`config.mk`:
```
export PLATFORM = sky130hd
export DESIGN_NAME = uart_baud_gen
export DESIGN_NICKNAME = d
export VERILOG_FILES = /design/src/rtl/uart_pkg.sv /design/src/rtl/uart_mod_counter.sv /design/src/rtl/uart_baud_gen.sv
export SDC_FILE = /design/constraint.sdc
export NUM_CORES = 1
export LEC_CHECK = 0
export ABC_CLOCK_PERIOD_IN_PS = 2400
export CAP_MARGIN = 25
export CORE_UTILIZATION = 38
export CTS_CLUSTER_DIAMETER = 200
export DETAILED_ROUTE_END_ITERATION = 8
export GPL_ROUTABILITY_DRIVEN = 0
export SYNTH_ARGS = -nofsm -noshare
export SYNTH_HDL_FRONTEND = slang
export SYNTH_SLANG_ARGS = --single-unit
```
`constraint.sdc`:
```
create_clock -name clk_in -period 2.4 [get_ports clk_in]
set_input_delay 0.36 -clock clk_in [delete_from_list [all_inputs] [get_ports clk_in]]
set_output_delay 0.36 -clock clk_in [all_outputs]
set_load 0.005 [all_outputs]
```
`src/rtl/uart_pkg.sv`:
```
// Shared constants and sizing helper for the UART baud-rate generator.
package uart_pkg;

  localparam int unsigned UART_CNT_W      = 16;
  localparam int unsigned UART_OVERSAMPLE = 16;
  localparam int unsigned UART_DIV_RESET  = 13;

  // Width of a counter that must hold values 0..n-1; never narrower than 1 bit.
  function automatic int unsigned cnt_width(int unsigned n);
    return (n <= 2) ? 1 : $clog2(n);
  endfunction

endpackage

```
`src/rtl/uart_mod_counter.sv`:
```
// Modulo counter: counts 0..term_i while enabled, wraps to 0 and pulses wrap_o on the wrapping edge.
module uart_mod_counter #(
  parameter int unsigned Width = 16
) (
  input  logic             clk_i,
  input  logic             rst_ni,
  input  logic             en_i,
  input  logic             clr_i,
  input  logic [Width-1:0] term_i,
  output logic             wrap_o
);

  logic [Width-1:0] cnt_q, cnt_d;

  assign wrap_o = en_i & ~clr_i & (cnt_q == term_i);

  always_comb begin
    cnt_d = cnt_q;
    if (clr_i) begin
      cnt_d = '0;
    end else if (en_i) begin
      cnt_d = (cnt_q == term_i) ? '0 : cnt_q + Width'(1);
    end
  end

  always_ff @(posedge clk_i) begin
    if (!rst_ni) begin
      cnt_q <= '0;
    end else begin
      cnt_q <= cnt_d;
    end
  end

endmodule

```
`src/rtl/uart_baud_gen.sv`:
```
// Baud-rate tick generator: oversample tick, baud tick and legacy divided clock.
// Optional fractional divisor enabled by defining UART_BAUD_FRAC_EN.
module uart_baud_gen
  import uart_pkg::*;
#(
  parameter int unsigned CNT_W      = UART_CNT_W,
  parameter int unsigned OVERSAMPLE = UART_OVERSAMPLE,
  parameter int unsigned DIV_RESET  = UART_DIV_RESET
) (
  input  logic             clk_in,
  input  logic             rst_n,
  input  logic             en,
  input  logic [CNT_W-1:0] div_val,
  input  logic             div_load,
  input  logic             sync_clr,
`ifdef UART_BAUD_FRAC_EN
  input  logic [3:0]       frac_val,
`endif
  output logic             tick_os,
  output logic             tick_baud,
  output logic             clk_out,
  output logic [CNT_W-1:0] div_cur
);

  localparam int unsigned OsW = cnt_width(OVERSAMPLE);

  logic [CNT_W-1:0] div_q, div_d;
  logic             tick_os_q, tick_os_d;
  logic             tick_baud_q, tick_baud_d;
  logic             clk_q, clk_d;
  logic             cnt_clr;
  logic             pre_en;
  logic             pre_wrap;
  logic             os_wrap;

  assign cnt_clr = div_load | sync_clr;

`ifdef UART_BAUD_FRAC_EN
  logic [3:0] facc_q, facc_d;
  logic       pend_q, pend_d;
  logic [4:0] facc_sum;

  // A carry inserts one idle enabled cycle at the start of the next period.
  assign pre_en   = en & ~pend_q;
  assign facc_sum = {1'b0, facc_q} + {1'b0, frac_val};

  always_comb begin
    facc_d = facc_q;
    pend_d = pend_q;
    if (cnt_clr) begin
      facc_d = '0;
      pend_d = 1'b0;
    end else if (pre_wrap) begin
      facc_d = facc_sum[3:0];
      pend_d = facc_sum[4];
    end else if (en && pend_q) begin
      pend_d = 1'b0;
    end
  end

  always_ff @(posedge clk_in) begin
    if (!rst_n) begin
      facc_q <= '0;
      pend_q <= 1'b0;
    end else begin
      facc_q <= facc_d;
      pend_q <= pend_d;
    end
  end
`else
  assign pre_en = en;
`endif

  uart_mod_counter #(
    .Width (CNT_W)
  ) u_prescale (
    .clk_i  (clk_in),
    .rst_ni (rst_n),
    .en_i   (pre_en),
    .clr_i  (cnt_clr),
    .term_i (div_q),
    .wrap_o (pre_wrap)
  );

  uart_mod_counter #(
    .Width (OsW)
  ) u_oversample (
    .clk_i  (clk_in),
    .rst_ni (rst_n),
    .en_i   (pre_wrap),
    .clr_i  (cnt_clr),
    .term_i (OsW'(OVERSAMPLE - 1)),
    .wrap_o (os_wrap)
  );

  always_comb begin
    div_d       = div_q;
    clk_d       = clk_q;
    tick_os_d   = 1'b0;
    tick_baud_d = 1'b0;
    if (div_load) begin
      div_d = div_val;
      clk_d = 1'b0;
    end else if (!sync_clr) begin
      tick_os_d   = pre_wrap;
      tick_baud_d = os_wrap;
      if (pre_wrap) begin
        clk_d = ~clk_q;
      end
    end
  end

  always_ff @(posedge clk_in) begin
    if (!rst_n) begin
      div_q       <= CNT_W'(DIV_RESET);
      tick_os_q   <= 1'b0;
      tick_baud_q <= 1'b0;
      clk_q       <= 1'b0;
    end else begin
      div_q       <= div_d;
      tick_os_q   <= tick_os_d;
      tick_baud_q <= tick_baud_d;
      clk_q       <= clk_d;
    end
  end

  assign tick_os   = tick_os_q;
  assign tick_baud = tick_baud_q;
  assign clk_out   = clk_q;
  assign div_cur   = div_q;

endmodule

```
==> results_dict.tcl <==
set metrics [dict create \
    initialDrtViolationCount 88 \
    worst_pin_slew_ps 477 \
    rsz0062_at_grt "no" \
    fp-row-count 24 \
    via_per_inst 4.95 \
    ys_types 31 \
    clockBufferDepth 2 \
    status "finished, violations left" \
    yosysSeqAreaShare_pct 43.5 \
    dp_hpwl_um 2870 \
    gr-usage-met3_pct 5.98 \
    design_area_mm2 0.00231 \
    clk_latency_ps 280 \
    clk_root_buffer_cell "clkbuf_8" \
    synthCells 192 \
    ant_nets 0 \
    vias 1410 \
    fp.dieH_um 70.7 \
    cts_tree "done" \
    clk_pin_slew_worst_paths_ps 70 \
    crit_path_max_incr_delay_ps 510 \
    cts_setup_buffers 0 \
    nFillCells 395 \
    postSynth.asyncResetShare_pct 0 \
    fin_crit_sh_pct 77.6 \
    syn-num-nets 215 \
    syn_to_final_growth_pct 28.7 \
    layout_common_cells "dfxtp_1, clkdlybuf4s50_1, nor2_1" \
    cp-start-kind "flip-flop" \
    grt_pass1_vias 1383 \
    fp.coreArea_mm2 0.00444 \
    wl_per_cell_um 13.4 \
    pre_cts_ws_ps 369 \
    final_layout_size_suffix_gt1_share_pct 5.15 \
    hold_viol 0 \
    avgSynthCellArea_um2 9.35 \
    io_buffers 39 \
    ys.flop_type "dfxtp_1" \
    drc 8 \
    fin_setup_tns_ps 0 \
    dp_cells 279 \
    required_ps 2620 \
    grt_max_degree 19 \
    cts_htree_levels 2 \
    fin_nets 257 \
    grt_remaining_overflow 0 \
    stdcell_count 285 \
    grtUsageTotal_pct 16.8 \
    first_pass_iters 6 \
    leakage_nw 0.841 \
    arrival_ps 2080 \
    slew_headroom_pct 68.0 \
    drv_cap 0 \
    ir_worst_vdd_uv 246 \
    drt-total-wl_um 3810 \
    dieArea_mm2 0.00500 \
    yosysWarnings 0 \
    power.density_mw_per_mm2 530 \
    hold_path.class "reg2reg" \
    finalSetupViolCount 0 \
    syn_area_mm2 0.00180 \
    violations "design-rule violations" \
    worstSetupPathType "reg2reg" \
    ctsHoldBuffers 0 \
    cp_slowest_cell "or4_1" \
    synth-edff-count 0 \
    placed_area_mm2 0.00224 \
    crit_chain "xor2_1, nor4_1, nand2_1, or4_1, a21oi_1" \
    diodes 0 \
    cts.repair.resized 0 \
    grt.met1_usage_pct 22.0 \
    yosys_register_bits 39 \
    grt.busiest_layer "met2" \
    grt_pass1_wl_um 6520 \
    drv_slew 0 \
    crit_fanout 7 \
    finClkSkew_ps 5.51 \
    ioPinCount 40 \
    clock_sinks 39 \
    die_w_um 70.7 \
    layout_min_cycle_time_ps 1860 \
    start_util_pct 40.4 \
    global_route.usage.met2_pct 26.3 \
    setup_ws_ps 537 \
    max_clock_freq_mhz 537 \
    cp-end-kind "flip-flop" \
    cts_made_buffers 5 \
    antenna_found_initial 0 \
]
## layout make-up
| class | count | area (µm²) | area share, % |
|---|---|---|---|
| Inverter | 2 | 7.51 | 0.325 |
| Timing Repair Buffer | 43 | 420 | 18.2 |
| Sequential cell | 39 | 781 | 33.8 |
| Tap cell | 52 | 65.1 | 2.82 |
| Clock buffer | 6 | 72.6 | 3.14 |
| Multi-Input combinational cell | 143 | 965 | 41.7 |
## through the flow
stage	utilization [%]	hold slack, ps	power [mW]
5_1_grt	52.0	520	1.29
3_5_place_dp	50.4	490	0.839
4_1_cts	52.0	505	1.24
6_report	52.0	508	1.23
2_1_floorplan	-	453	0.757
3_3_place_gp	50.4	471	0.837
## kinds of logic after synthesis
family	count (synthesis)	synth area share, %
adder cells (fa/ha/maj)	2	1.39
AND/OR/NAND/NOR	83	23.8
XOR/XNOR	31	15.5
multiplexers	18	10.0
buffers and inverters	10	2.79
AO/OA/AOI/OAI	9	3.00
flip-flops	39	43.5
## state kept, by name, indices dropped and copies added, names as in the netlist
| name | cells |
|---|---|
| u_oversample.cnt_q | 4 |
| tick_os | 1 |
| clk_out | 1 |
| div_cur | 16 |
| u_prescale.cnt_q | 16 |
| tick_baud | 1 |
## metal layers
| metal | share of wire, % | vias up |
|---|---|---|
| met4 | 0.89 | 0 |
| met1 | 48 | 633 |
| met2 | 46 | 36 |
| li1 | - | 736 |
| met3 | 4.2 | 5 |
| met5 | 0 | - |
## synth_stat cells, types with 4 or more instances
library cell	instances	area [µm²]
nor4_1	4	25.0
nand3_1	10	50.1
xor2_1	14	123
nor2b_1	13	81.3
dfxtp_1	39	781
nor2_1	23	86.3
mux2i_1	18	180
nand4_1	5	31.3
a21oi_1	4	20.0
buf_2	4	20.0
xnor2_1	16	140
nor3_1	4	20.0
nand2_1	13	48.8
## worst paths after layout
kind                                                         start                                 end  slack [ps]  depth (start not counted)
worst min register to register  u_oversample.cnt_q[3]$_SDFFE_PP0P_  u_oversample.cnt_q[3]$_SDFFE_PP0P_         510                          2
worst max register to register    u_prescale.cnt_q[8]$_SDFFE_PP0P_  u_oversample.cnt_q[2]$_SDFFE_PP0P_         540                          5
worst min-delay path            u_oversample.cnt_q[3]$_SDFFE_PP0P_  u_oversample.cnt_q[3]$_SDFFE_PP0P_         510                          2
worst max-delay path              u_prescale.cnt_q[8]$_SDFFE_PP0P_  u_oversample.cnt_q[2]$_SDFFE_PP0P_         540                          5
## critical path, delay by kind of cell (launching register included)
family	cells	cell delay, ps
AOI/OAI and AO/OA	1	140
DFF	1	370
xor gates and xnor gates	1	180
and+or+nand+nor	3	1110
## power breakdown
| group | switching, mW | internal, mW | total (mW) |
|---|---|---|---|
| clock network | 0.209 | 0.194 | 0.402 |
| logic | 0.0512 | 0.0905 | 0.142 |
| registers | 0.0175 | 0.664 | 0.681 |
Note: power is estimated with default switching activity, not from simulation.
